File: config.mk
export PLATFORM = sky130hd
export DESIGN_NAME = regfile_write_arbiter
export DESIGN_NICKNAME = d
export VERILOG_FILES = /design/src/rtl/regfile_write_arbiter.sv
export SDC_FILE = /design/constraint.sdc
export NUM_CORES = 1
export LEC_CHECK = 0
export CORE_AREA = 2 2 79 88
export DETAILED_ROUTE_END_ITERATION = 16
export DIE_AREA = 0 0 81 90
export PLACE_DENSITY = 0.89
export SYNTH_ARGS = -nofsm -noshare
export SYNTH_HDL_FRONTEND = slang
export SYNTH_SLANG_ARGS = --single-unit
File: constraint.sdc
create_clock -name clk -period 4.4 [get_ports clk]
set_clock_uncertainty 0.1 [all_clocks]
set_input_delay 1.1 -clock clk [delete_from_list [all_inputs] [get_ports clk]]
set_output_delay 1.1 -clock clk [all_outputs]
set_load 0.1 [all_outputs]
File: src/rtl/regfile_write_arbiter.sv
// regfile_write_arbiter: zeroes the register file on reset or command, then round-robin arbitrates its single write port.
module regfile_write_arbiter #(
    parameter int D       = 5,
    parameter int W       = 32,
    parameter int N       = 3,
    parameter bit ZERO_R0 = 1'b1
) (
    input  logic           clk,
    input  logic           rst,
    input  logic           clear_start,
    input  logic [N-1:0]   req_valid,
    input  logic [N*D-1:0] req_addr,
    input  logic [N*W-1:0] req_data,
    output logic [N-1:0]   req_ready,
    output logic           busy,
    output logic [D-1:0]   rf_address3,
    output logic [W-1:0]   rf_write_data,
    output logic           rf_write_enable
);
    localparam int PW = $clog2(N);
    typedef enum logic {CLEAR, ARB} state_t;
    state_t state, state_nx;
    logic [D-1:0] cnt;
    logic [PW-1:0] ptr, gnt_idx;
    logic [PW:0] cand;
    logic hs;
    logic [D-1:0] gnt_addr;
    logic [W-1:0] gnt_data;
    always_ff @(posedge clk or posedge rst)
        if (rst) state <= CLEAR;
        else state <= state_nx;
    always_comb
        state_nx = state == CLEAR ? (&cnt ? ARB : CLEAR) : (clear_start ? CLEAR : ARB);
    // Scan downward so the last hit is the first valid requester at or after ptr.
    always_comb begin
        gnt_idx = '0;
        hs = 1'b0;
        cand = '0;
        if (state == ARB && !clear_start)
            for (int k = N - 1; k >= 0; k--) begin
                cand = {1'b0, ptr} + (PW+1)'(k);
                cand = cand >= (PW+1)'(N) ? cand - (PW+1)'(N) : cand;
                if (req_valid[cand[PW-1:0]]) begin
                    gnt_idx = cand[PW-1:0];
                    hs = 1'b1;
                end
            end
    end
    always_comb begin
        busy = state == CLEAR;
        req_ready = hs ? {{(N-1){1'b0}}, 1'b1} << gnt_idx : '0;
    end
    assign gnt_addr = req_addr[int'(gnt_idx)*D +: D];
    assign gnt_data = req_data[int'(gnt_idx)*W +: W];
    always_ff @(posedge clk or posedge rst)
        if (rst) begin
            rf_write_enable <= 1'b0;
            rf_address3 <= '0;
            rf_write_data <= '0;
            cnt <= '0;
            ptr <= '0;
        end else if (state == CLEAR) begin
            rf_write_enable <= 1'b1;
            rf_address3 <= cnt;
            rf_write_data <= '0;
            cnt <= cnt + 1'b1;
        end else if (hs) begin
            rf_write_enable <= !(ZERO_R0 && gnt_addr == '0);
            rf_address3 <= gnt_addr;
            rf_write_data <= gnt_data;
            ptr <= gnt_idx == PW'(N - 1) ? '0 : gnt_idx + 1'b1;
        end else begin
            rf_write_enable <= 1'b0;
        end
endmodule

Word-level counts from Yosys, hierarchy flattened
Index checks and enable logic that the tools add are counted.
Word-level totals
  input port bits: 117
  register bits after elaboration: 46
  logic and storage cells: 60
  output and inout port bits: 42
Cells by class
  shifts and indexed selects: 3
  bitwise operators: 1
  $add $sub $neg: 7
  multiply operators: 1
  magnitude comparators: 6
  reduce and logical (&&, ||, !) cells: 6
  eq/ne operators: 2
  muxes and demuxes: 28
Operators by type and width (number)
  $shiftx A96 B8 Y32: 1
  $mux W32: 2
  $mux W2: 8
  $shiftx A15 B6 Y5: 1
  $mux W1: 12
  $mux W5: 2
  $lt A2 B3 Y1 const B: 3
  $bmux W1 S2: 3
  $ge A3 B2 Y1 const B: 2
  $sub A2 B2 Y2 const B: 3
  $add A5 B1 Y5 const B: 1
  $logic_not A5 Y1: 1
  $mul A2 B3 Y5 const B: 1
  $reduce_and A5 Y1: 1
  $add A2 B1 Y3 const B: 1
  $add A2 B2 Y3 const B: 1
  $mux W3: 1
  $shl A1 B2 Y3 const A: 1
  $add A2 B1 Y2 const B: 1
  $eq A2 B2 Y1 const B: 1
  $ge A2 B2 Y1 const B: 1
  $logic_not A1 Y1: 2
  $ne A2 B1 Y1 const B: 1
  $reduce_and A2 Y1: 1
  other kinds (2): 2

Logic depth before layout (Yosys ltp)
Gate-level depths: netlist of run 1.
  word-level depth: 15
  mapped depth: 12

Worst setup path after synthesis of run 1
OpenSTA, ideal clock, no wires.
  path type: input to output
  start point: input clear_start
  end point: output req_ready[2]
  slack: 0.271 ns
  data required time: 3.200 ns
  arrival: 2.929 ns
  stages: 6
  cell sequence: nor2b_1 o211ai_1 a21o_1 inv_1 buf_2 buf_1
Between the ends
  word-level cells in the longest chain between the ends: 5
Ends and longest elaborated chain
  start, declared: RTL line 10  | input logic clear_start,
  $logic_not A1 Y1 (*): RTL line 39  | if (state == ARB && !clear_start)
  $logic_and A1 B1 Y1 (*): RTL line 39
  $mux W2: RTL line 39
  $shl A1 B2 Y3: RTL line 51  | req_ready = hs ? {{(N-1){1'b0}}, 1'b1} << gnt_idx : '0;
  $mux W3 (*): RTL line 51
  end, declared: RTL line 14  | output logic [N-1:0] req_ready,
Mark *: on every way between the ends. The rest lies on a longest branch, timed or not.

Worst setup path in the final report of run 1
  start point: input req_valid[1]
  end point: output req_ready[0]
Between the ends
  word-level cells in the longest chain between the ends: 8
Ends and longest elaborated chain
  start, declared: RTL line 11  | input logic [N-1:0] req_valid,
  $bmux W1 S2: RTL line 43  | if (req_valid[cand[PW-1:0]]) begin
  $mux W1 (implied by the code): RTL line 43
  $mux W2 (3 in a row): RTL line 43
  $mux W2: RTL line 39
  $shl A1 B2 Y3: RTL line 51
  $mux W3 (*): RTL line 51
Mark *: on every way between the ends. The rest lies on a longest branch, timed or not. The select of a mux whose other input is x is not followed.

==> summary.md, run 1 <==
| Metric | Value |
|---|---|
| Layout cell share with drive strength beyond 1 | `8.54%` |
| Ant. Diodes | `0` |
| Area share of and/or/nand/nor cells after synthesis | `17.0%` |
| Remaining DRCs | `0` |
| WL/cell | `17.6 um` |
| Endpoint required time on the critical path | `3200 ps` |
| Half-perimeter wire length after detailed placement | `6620 um` |
| Critical path class | `in2out` |
| Static Leakage | `1.89 nW` |
| Largest net degree at the start of global routing | `47` |
| Max-slew violations | `0` |
| Post-synthesis cell area | `0.00248 mm^2` |
| Complex-gate fraction of the synthesized area | `25.7%` |
| Pwr dens | `392 mW/mm^2` |
| Multiplexer share of the synthesized area | `1.71%` |
| Total clock sinks | `46` |
| Yosys top cell area share | `46.4%` |
| Resized cells post-CTS | `0` |
| CTS tree | `yes` |
| Num CTS Buffers | `5` |
| Unrepaired setup endpoints after global routing | `no` |
| Net count, final | `531` |
| Dominant cell by count in the synthesized netlist | `sky130_fd_sc_hd__nand2_1` |
| Buffers on Ports | `158` |
| Area of the core | `0.00644 mm^2` |
| Synthesized-area fraction occupied by adder cells | `2.52%` |
| Gate Count Post-Synth | `254` |
| Slew at the pin closest to its max-slew limit | `1020 ps` |
| Nets in the synthesized netlist | `376` |
| Height of the die | `90 um` |
| Worst path top cell family by delay | `buffers and inverters` |
| Count of maximum capacitance violations | `0` |
| Slew Limit Headroom | `31.7%` |
| Largest fanout on the critical path | `4` |
| Share of the synthesized netlist area taken by xor and xnor gates | `1.06%` |
| Starting DRC count in detailed routing | `333` |
| Tcrit/Tclk final | `95.2%` |
| Buffer depth of the longest clock path | `2` |
| DRT Pass-1 Iters | `7` |
| Top-level port count | `159` |
| Sequential share of the synthesized area | `46.4%` |
| Biggest area contributors in the synthesized netlist | `sky130_fd_sc_hd__dfrtp_1, sky130_fd_sc_hd__a222oi_1, sky130_fd_sc_hd__nand2_1, sky130_fd_sc_hd__nand3_1, sky130_fd_sc_hd__ha_1` |
| Min Clock Period, post-route | `4190 ps` |
| DR vias/cell | `5.47` |
| Type of destination of the critical path | `output pin` |
| Total number of placement rows | `31` |
| Overflow left after global routing | `0` |
| CTS root buffer | `sky130_fd_sc_hd__clkbuf_8` |
| Count of flip-flops with a built-in enable after synthesis | `0` |
| Share of synthesized flip-flops with an asynchronous set or reset | `100%` |
| Worst path buffer plus inverter count | `3` |
| Data arrival time of the worst path | `2990 ps` |
| Detail Route Antenna Nets | `0` |
| Last weighted congestion value of the routability-driven placer | `0.872` |
| Series of cell instances along the critical path | `clkdlybuf4s50_1 > nand2_1 > or4b_4 > a31o_4 > inv_1 > nor4_4 > buf_12` |
| Achievable Freq | `0.239 GHz` |
| Critical-path top delay cell | `sky130_fd_sc_hd__clkdlybuf4s50_1` |
| Final Hold Violating Endpoints | `0` |
| Yosys cell types | `42` |
| # Post-CTS Setup Buffers | `0` |
| Hold crit path type | `reg2reg` |
| Tightest hold margin | `386 ps` |
| Width of the chip | `81 um` |
| Total wire length after detailed routing | `8670 um` |
| Overall fraction of global-route tracks in use | `24.7%` |
| Antenna violations before repair | `0` |
| Max IR drop VDD | `0.000214 V` |
| Avg Synthesized Cell Area | `9.77 um^2` |
| First-pass GRT wire length | `13900 um` |
| Crit start category | `input pin` |
| Yosys synthesis warning count | `0` |
| Setup Total Neg Slack | `0 ps` |
| Synth-to-Final Area Change | `71.5%` |
| Top FF cell, synth | `sky130_fd_sc_hd__dfrtp_1` |
| Most frequent cells after synthesis | `sky130_fd_sc_hd__nand2_1, sky130_fd_sc_hd__dfrtp_1, sky130_fd_sc_hd__a222oi_1` |
| Initial Utilization | `38.6%` |
| Status | `finished clean` |
| Combinational family with the most area after synthesis | `compound AO/OA/AOI/OAI gates` |
| Slowest Stage Delay on Critical Path | `530 ps` |
| Flip-flop and latch count after synthesis | `46` |
| Biggest area consumer among synthesized cells | `sky130_fd_sc_hd__dfrtp_1` |
| Total Die Area | `0.00729 mm^2` |
| Vias in the first global route | `2898` |
| Clock edge transition at the registers on the reported setup and hold paths | `80 ps` |
| Cts hold-fix bufs | `0` |
| Clk Latency, worst-skew pair | `290 ps` |
| Vias after detailed routing | `2693` |
| Depth of the CTS H-tree | `2` |
| Number of setup violations in the final report | `0` |
placed cells by master (no fill, tap or decap), types with 3 or more instances in the layout:
cell                              count
sky130_fd_sc_hd__inv_1                9
sky130_fd_sc_hd__dfrtp_1             46
sky130_fd_sc_hd__nand2_1             61
sky130_fd_sc_hd__a221o_1              4
sky130_fd_sc_hd__nor2b_1              4
sky130_fd_sc_hd__buf_12               3
sky130_fd_sc_hd__clkdlybuf4s50_1    154
sky130_fd_sc_hd__a222oi_1            25
sky130_fd_sc_hd__a32oi_1              3
sky130_fd_sc_hd__a31o_2               4
sky130_fd_sc_hd__a21o_1               7
sky130_fd_sc_hd__a22oi_1              7
sky130_fd_sc_hd__o21ai_0              3
sky130_fd_sc_hd__clkbuf_8             5
sky130_fd_sc_hd__ha_1                 5
sky130_fd_sc_hd__nand3_1             15
sky130_fd_sc_hd__xnor2_1              3
sky130_fd_sc_hd__a21oi_1              9
sky130_fd_sc_hd__buf_4               11
sky130_fd_sc_hd__nand2b_1             4
logic make-up (layout without fill, tap and decap cells):
family / count (synthesis) / count (layout)
adder cells (fa/ha/maj): 5 / 5
AND/OR/NAND/NOR: 92 / 92
multiplexers: 4 / 4
XOR/XNOR: 3 / 3
flip-flops: 46 / 46
AO/OA/AOI/OAI: 74 / 74
buffers and inverters: 30 / 186
power breakdown:
| part | total (mW) | switching, mW | internal (mW) | leakage (nW) |
|---|---|---|---|---|
| Clock | 0.257 | 0.146 | 0.112 | 0.0441 |
| Combinational | 0.850 | 0.540 | 0.310 | 1.23 |
| Sequential | 0.563 | 0.0648 | 0.498 | 0.612 |
worst register-to-register path: stages, from the launching register on:
cell and delay (ps):
sky130_fd_sc_hd__dfrtp_1 410, sky130_fd_sc_hd__inv_1 80, sky130_fd_sc_hd__ha_1 310, sky130_fd_sc_hd__mux2i_1 270
sky130_fd_sc_hd__a2bb2oi_1 310, sky130_fd_sc_hd__a31o_4 200, sky130_fd_sc_hd__inv_1 120, sky130_fd_sc_hd__buf_4 240
sky130_fd_sc_hd__a22oi_1 240, sky130_fd_sc_hd__nand3_1 110, sky130_fd_sc_hd__o41a_1 390
final timing paths:
check                              startpoint                       endpoint  slack [ps]  cells past startpoint
setup reg to reg           ptr[1]$_DFFE_PP0P_      rf_write_enable$_DFF_PP0_        1490                     10
min in group asynchronous                 rst  rf_write_data[31]$_DFFE_PP0P_        1240                      2
setup / recovery                 req_valid[1]                   req_ready[0]         210                      7
hold reg to reg            cnt[2]$_DFFE_PP0N_             cnt[2]$_DFFE_PP0N_         390                      1
hold / removal             cnt[2]$_DFFE_PP0N_             cnt[2]$_DFFE_PP0N_         390                      1
max in group asynchronous                 rst     rf_address3[2]$_DFFE_PP0P_        2360                      2
metal layers:
layer  vias up  global-route usage [%]  share of wire, %
met2       131                    41.3                51
met4         0                    7.06               1.9
met3        15                    8.33               9.1
met1      1283                    29.8                38
met5         -                       0                 0
li1       1264                       -                 -
sequential cells by signal (all words and copies together) (netlist names):
signal           count
rf_write_data       32
rf_address3          5
rf_write_enable      1
state                1
ptr                  2
cnt                  5
area by class of cell:
cell class / count / area [um^2]
Multi-Input combinational cell: 178 / 1190
Clock inverter: 3 / 21.3
Inverter: 10 / 37.5
Sequential cell: 46 / 1150
Fill cell: 524 / 2180
Timing Repair Buffer: 168 / 1680
Clock buffer: 5 / 68.8
Tap cell: 82 / 103
through the flow:
step                      area [um^2]  instances  worst slack [ps]  utilization (%)  total power [mW]
final                            4260        492               210             66.1              1.67
after CTS                        4260        492               192             66.1              1.68
after floorplan                  2480        254               271                -              1.14
after global placement           4170        484               240             64.7              1.40
after global routing             4260        492               131             66.1              1.76
after detailed placement         4170        484               210             64.7              1.42
Note: power is estimated with default switching activity, not from simulation.
==> run 2: changes to the inputs <==
Settings changed: RECOVER_POWER from default to 50.
==> summary.md, run 2 (same netlist as run 1, synthesis figures left out) <==
| Metric | Value |
|---|---|
| Critical-path top delay cell | `sky130_fd_sc_hd__clkdlybuf4s50_1 (unchanged)` |
| Post-route non-filler standard cell count | `492 (unchanged)` |
| Final Hold Violating Endpoints | `0 (unchanged)` |
| Multi-input gate area | `0.00119 mm^2 (unchanged)` |
| Num CTS Buffers | `5 (unchanged)` |
| Largest net degree at the start of global routing | `47 (unchanged)` |
| Resized cells post-CTS | `0 (unchanged)` |
| Clock edge transition at the registers on the reported setup and hold paths | `80 ps (about the same)` |
| Half-perimeter wire length after detailed placement | `6620 um (unchanged)` |
| Vias in the first global route | `2898 (unchanged)` |
| Unrepaired setup endpoints after global routing | `no (unchanged)` |
| Slowest Stage Delay on Critical Path | `540 ps (was 530 ps)` |
| Antenna violations before repair | `0 (unchanged)` |
| Starting DRC count in detailed routing | `326 (was 333)` |
| Fraction of met3 tracks used by global routing | `8.33% (unchanged)` |
| Number of setup violations in the final report | `0 (unchanged)` |
| Depth of the CTS H-tree | `2 (unchanged)` |
| Ant. Diodes | `0 (unchanged)` |
| CTS root buffer | `sky130_fd_sc_hd__clkbuf_8 (unchanged)` |
| Detail Route Antenna Nets | `0 (unchanged)` |
| Overall fraction of global-route tracks in use | `24.7% (unchanged)` |
| Last weighted congestion value of the routability-driven placer | `0.872 (unchanged)` |
| Met2 Resource Use GR | `41.3% (unchanged)` |
| Slew Limit Headroom | `-16.1% (was 31.7%)` |
| WL/cell | `17.6 um (about the same)` |
| First-pass GRT wire length | `13900 um (unchanged)` |
| Critical path class | `in2out (unchanged)` |
| Hold crit path type | `reg2reg (unchanged)` |
| # Post-CTS Setup Buffers | `0 (unchanged)` |
| Setup Total Neg Slack | `0 ps (unchanged)` |
| Slew at the pin closest to its max-slew limit | `1740 ps (was 1020 ps)` |
| Violated checks | `capacitance limit, slew limit` |
| Met1 track demand over resource in global routing | `29.8% (unchanged)` |
| Max IR drop VDD | `0.000212 V (was 0.000214 V)` |
| DR vias/cell | `5.49 (was 5.47)` |
| Total wire length after detailed routing | `8660 um (was 8670 um)` |
| Remaining DRCs | `0 (unchanged)` |
| Type of destination of the critical path | `output pin (unchanged)` |
| Top-level port count | `159 (unchanged)` |
| Largest register by flop count | `rf_write_data (unchanged)` |
| Storage cell area | `0.00115 mm^2 (unchanged)` |
| Registers with the most flip-flops | `rf_write_data: 32 flops, cnt: 5 flops, rf_address3: 5 flops (unchanged)` |
| Buffers on Ports | `158 (unchanged)` |
| Achievable Freq | `0.238 GHz (was 0.239 GHz)` |
| CTS tree | `yes (unchanged)` |
| Overflow left after global routing | `0 (unchanged)` |
| Initial Utilization | `38.6% (unchanged)` |
| Layout cell share with drive strength beyond 1 | `8.05% (was 8.54%)` |
| Data arrival time of the worst path | `3000 ps (was 2990 ps)` |
| Width of the chip | `81 um (unchanged)` |
| Min Clock Period, post-route | `4200 ps (was 4190 ps)` |
| Worst path buffer plus inverter count | `3 (unchanged)` |
| Total clock sinks | `46 (unchanged)` |
| Worst path top cell family by delay | `buffers and inverters (unchanged)` |
| Clk Latency, worst-skew pair | `290 ps (about the same)` |
| Total Die Area | `0.00729 mm^2 (unchanged)` |
| Leading cell types in the layout, fill and taps excluded | `sky130_fd_sc_hd__clkdlybuf4s50_1, sky130_fd_sc_hd__nand2_1, sky130_fd_sc_hd__dfrtp_1 (unchanged)` |
| DRT Pass-1 Iters | `6 (was 7)` |
| Grt peak-use layer | `met2 (unchanged)` |
| Tcrit/Tclk final | `95.5% (was 95.2%)` |
| Net count, final | `531 (unchanged)` |
| Height of the die | `90 um (unchanged)` |
| Number of placed instances with taps included | `484 (unchanged)` |
| Max-slew violations | `47 (was 0)` |
| Status | `finished with violations (was finished clean)` |
| Total number of placement rows | `31 (unchanged)` |
| Largest fanout on the critical path | `4 (unchanged)` |
| Synth-to-Final Area Change | `71.4% (was 71.5%)` |
| Series of cell instances along the critical path | `clkdlybuf4s50_1 > nand2_1 > or4b_4 > a31o_4 > inv_1 > nor4_4 > buf_12 (unchanged)` |
| Number of fill cells in the layout | `526 (was 524)` |
| Buffer depth of the longest clock path | `2 (unchanged)` |
| Vias after detailed routing | `2703 (was 2693)` |
| Crit start category | `input pin (unchanged)` |
| Endpoint required time on the critical path | `3200 ps (about the same)` |
| Pwr dens | `390 mW/mm^2 (was 392 mW/mm^2)` |
| Count of maximum capacitance violations | `1 (was 0)` |
| Flip-flop count of the largest register, all copies and words added | `32 (unchanged)` |
| Area of the core | `0.00644 mm^2 (unchanged)` |
| Commonest non-fill, non-tap cell in the layout | `sky130_fd_sc_hd__clkdlybuf4s50_1 (unchanged)` |
| Cts hold-fix bufs | `0 (unchanged)` |
| Static Leakage | `1.91 nW (was 1.89 nW)` |
==> run 2: report_power, final <==
part	switching (mW)	leakage [nW]	internal, mW
clock	0.145	0.0441	0.112
sequential	0.0634	0.612	0.498
combinational	0.539	1.26	0.300
total	0.747	1.91	0.910
==> run 2: layout make-up <==
| class | count | area share, % |
|---|---|---|
| Multi-Input combinational cell | 178 | 28.0 |
| Clock buffer | 5 | 1.62 |
| Sequential cell | 46 | 27.1 |
| Inverter | 10 | 0.882 |
| Clock inverter | 3 | 0.500 |
| Timing Repair Buffer | 168 | 39.5 |
| Tap cell | 82 | 2.41 |
==> run 2: through the flow <==
stage                     utilization, %  area (um^2)  hold slack (ps)  power [mW]  setup WS [ps]
after floorplan                        -         2480              351        1.14            271
after global placement              64.7         4170              371        1.40            240
after detailed placement            64.7         4170              370        1.42            210
after CTS                           66.1         4260              384        1.68            192
after global routing                66.1         4250              425        1.75           99.5
final                               66.1         4250              386        1.66            198
==> run 2: final timing paths <==
check / startpoint / to / slack (ps) / depth (start not counted)
min in group asynchronous: rst / rf_write_data[31]$_DFFE_PP0P_ / 1690 / 2
worst max-delay path: req_valid[1] / req_ready[0] / 200 / 7
max in group asynchronous: rst / cnt[0]$_DFFE_PP0N_ / 1500 / 2
worst max register to register: ptr[1]$_DFFE_PP0P_ / rf_write_enable$_DFF_PP0_ / 1490 / 10
worst min register to register: cnt[2]$_DFFE_PP0N_ / cnt[2]$_DFFE_PP0N_ / 390 / 1
worst min-delay path: cnt[2]$_DFFE_PP0N_ / cnt[2]$_DFFE_PP0N_ / 390 / 1
==> run 2: routing by layer <==
layer	vias to the layer above	wire, um	share of wire [%]
li1	1264	-	-
met5	-	0	0
met2	134	4490	52
met4	0	157	1.8
met3	15	777	9.0
met1	1290	3230	37
==> run 3: changes to the inputs <==
Settings changed: CTS_CLUSTER_SIZE from default to 10, GPL_TIMING_DRIVEN from default to 0.
==> summary.md, run 3 (same netlist as run 1, synthesis figures left out) <==
| Metric | Value |
|---|---|
| Tcrit/Tclk final | `98.4% (was 95.5%)` |
| Overall fraction of global-route tracks in use | `25.1% (was 24.7%)` |
| Depth of the CTS H-tree | `2 (unchanged)` |
| Buffer depth of the longest clock path | `2 (unchanged)` |
| Hold crit path type | `reg2reg (unchanged)` |
| Net count, final | `541 (was 531)` |
| Total wire length after detailed routing | `8910 um (was 8660 um)` |
| Total Power Consumption | `1.69 mW (was 1.66 mW)` |
| Largest fanout on the critical path | `19 (was 4)` |
| Total number of placement rows | `31 (unchanged)` |
| Critical Path Sink | `req_ready[1] (was req_ready[0])` |
| Unrepaired setup endpoints after global routing | `yes (was no)` |
| Flip-flop count of the largest register, all copies and words added | `32 (unchanged)` |
| Static Leakage | `1.94 nW (was 1.91 nW)` |
| Number of setup violations in the final report | `0 (unchanged)` |
| Commonest non-fill, non-tap cell in the layout | `sky130_fd_sc_hd__clkdlybuf4s50_1 (unchanged)` |
| Depth of the most critical reg-to-reg path | `10 (unchanged)` |
| Placed cell areas | `0.00419 mm^2 (was 0.00417 mm^2)` |
| Total clock sinks | `46 (unchanged)` |
| Overflow left after global routing | `0 (unchanged)` |
| Type of destination of the critical path | `output pin (unchanged)` |
| Antenna violations before repair | `0 (unchanged)` |
| Min Clock Period, post-route | `4330 ps (was 4200 ps)` |
| Largest net degree at the start of global routing | `27 (was 47)` |
| Synth-to-Final Area Change | `72.2% (was 71.4%)` |
| Vias after detailed routing | `2788 (was 2703)` |
| Crit start category | `input pin (unchanged)` |
| Max IR drop VDD | `0.000243 V (was 0.000212 V)` |
| First-pass GRT wire length | `14200 um (was 13900 um)` |
| Initial Utilization | `38.6% (unchanged)` |
| Leading cell types in the layout, fill and taps excluded | `sky130_fd_sc_hd__clkdlybuf4s50_1, sky130_fd_sc_hd__nand2_1, sky130_fd_sc_hd__dfrtp_1 (unchanged)` |
| Post-route non-filler standard cell count | `502 (was 492)` |
| Max-slew violations | `0 (was 47)` |
| Status | `finished clean (was finished with violations)` |
| Number of placed instances with taps included | `495 (was 484)` |
| Last weighted congestion value of the routability-driven placer | `0.824 (was 0.872)` |
| Buffers on Ports | `158 (unchanged)` |
| DR vias/cell | `5.55 (was 5.49)` |
| Reg2reg setup slack | `1650 ps (was 1490 ps)` |
| Area of the core | `0.00644 mm^2 (unchanged)` |
| Final Hold Violating Endpoints | `0 (unchanged)` |
| Vias in the first global route | `2914 (was 2898)` |
| Height of the die | `90 um (unchanged)` |
| Critical Path Source | `req_valid[1] (unchanged)` |
| Width of the chip | `81 um (unchanged)` |
| Endpoint required time on the critical path | `3200 ps (about the same)` |
| Num CTS Buffers | `5 (unchanged)` |
| Starting DRC count in detailed routing | `224 (was 326)` |
| Clk Latency, worst-skew pair | `290 ps (about the same)` |
| End of the worst register-to-register path | `rf_write_data[1]$_DFFE_PP0P_ (was rf_write_enable$_DFF_PP0_)` |
| Half-perimeter wire length after detailed placement | `6870 um (was 6620 um)` |
| CTS tree | `yes (unchanged)` |
| Largest register by flop count | `rf_write_data (unchanged)` |
| Post-route design area | `0.00428 mm^2 (was 0.00425 mm^2)` |
| Registers with the most flip-flops | `rf_write_data: 32 flops, cnt: 5 flops, rf_address3: 5 flops (unchanged)` |
| Pwr dens | `394 mW/mm^2 (was 390 mW/mm^2)` |
| Cts hold-fix bufs | `0 (unchanged)` |
| Launch instance of the worst register-to-register path | `ptr[0]$_DFFE_PP0P_ (was ptr[1]$_DFFE_PP0P_)` |
| Achievable Freq | `0.231 GHz (was 0.238 GHz)` |
| Storage cell area | `0.00115 mm^2 (unchanged)` |
| Ant. Diodes | `0 (unchanged)` |
| Clock edge transition at the registers on the reported setup and hold paths | `90 ps (was 80 ps)` |
| Layout cell share with drive strength beyond 1 | `8.81% (was 8.05%)` |
| Multi-input gate area | `0.00120 mm^2 (was 0.00119 mm^2)` |
| Slew Limit Headroom | `2.23% (was -16.1%)` |
| Count of maximum capacitance violations | `0 (was 1)` |
| CTS root buffer | `sky130_fd_sc_hd__clkbuf_8 (unchanged)` |
| WL/cell | `17.7 um (was 17.6 um)` |
| Detail Route Antenna Nets | `0 (unchanged)` |
| Number of fill cells in the layout | `546 (was 526)` |
| Critical path class | `in2out (unchanged)` |
| Remaining DRCs | `0 (unchanged)` |
| DRT Pass-1 Iters | `9 (was 6)` |
| Data arrival time of the worst path | `3130 ps (was 3000 ps)` |
| Top-level port count | `159 (unchanged)` |
| Total Die Area | `0.00729 mm^2 (unchanged)` |
| Slew at the pin closest to its max-slew limit | `1470 ps (was 1740 ps)` |
[run 3: what timing repair did]
item / CTS / global route
resized for setup: 22 / 3
setup buffers: 1 / 0
endpoints found under the setup margin: 3 / 3
gates cloned: 0 / 0
pin swaps: 1 / 0
[run 3: final cells by class]
type / count / share of cell area (%)
Clock buffer: 7 / 2.02
Multi-Input combinational cell: 178 / 28.0
Sequential cell: 46 / 26.9
Timing Repair Buffer: 160 / 37.3
Inverter: 10 / 0.878
Clock inverter: 1 / 0.117
Buffer: 18 / 2.28
Tap cell: 82 / 2.40
[run 3: worst min path at each step]
stage	to	depth (start not counted)	startpoint	slack [ps]
4_1_cts	rf_write_data[0]$_DFFE_PP0P_	2	rf_write_data[0]$_DFFE_PP0P_	420
5_1_grt	rf_write_data[9]$_DFFE_PP0P_	2	rf_write_data[9]$_DFFE_PP0P_	440
3_3_place_gp	cnt[2]$_DFFE_PP0N_	1	cnt[2]$_DFFE_PP0N_	370
6_report	rf_write_data[9]$_DFFE_PP0P_	2	rf_write_data[9]$_DFFE_PP0P_	410
2_1_floorplan	cnt[2]$_DFFE_PP0N_	1	cnt[2]$_DFFE_PP0N_	350
3_5_place_dp	cnt[2]$_DFFE_PP0N_	1	cnt[2]$_DFFE_PP0N_	390
[run 3: layer usage]
layer	global-route usage, %	vias to the layer above	share of wire, %	routed length [um]
met5	0	-	0	0
met4	6.64	0	1.9	172
met3	7.73	18	8.4	744
met2	42.6	156	51	4580
met1	30.4	1332	38	3410
li1	-	1282	-	-
[run 3: worst max-delay path, cell delays in order]
cell                              delay (ps)
sky130_fd_sc_hd__clkdlybuf4s50_1         530
sky130_fd_sc_hd__nand2_1                  90
sky130_fd_sc_hd__or4b_4                  530
sky130_fd_sc_hd__a31o_4                  280
sky130_fd_sc_hd__inv_1                   130
sky130_fd_sc_hd__buf_6                   230
sky130_fd_sc_hd__buf_8                   230
[run 3: where the power goes]
group	switching [mW]	internal, mW
registers	0.0537	0.498
clock network	0.139	0.127
logic	0.560	0.307
[run 3: stage by stage]
stage	worst slack, ps	hold slack, ps	util [%]	TNS, ps
2_1_floorplan	271	351	-	0
3_3_place_gp	-1180	367	64.7	-3240
5_1_grt	-7.72	438	66.4	-15.3
6_report	69.2	412	66.4	0
4_1_cts	11.4	421	66.5	0
3_5_place_dp	-1240	391	65.0	-3360
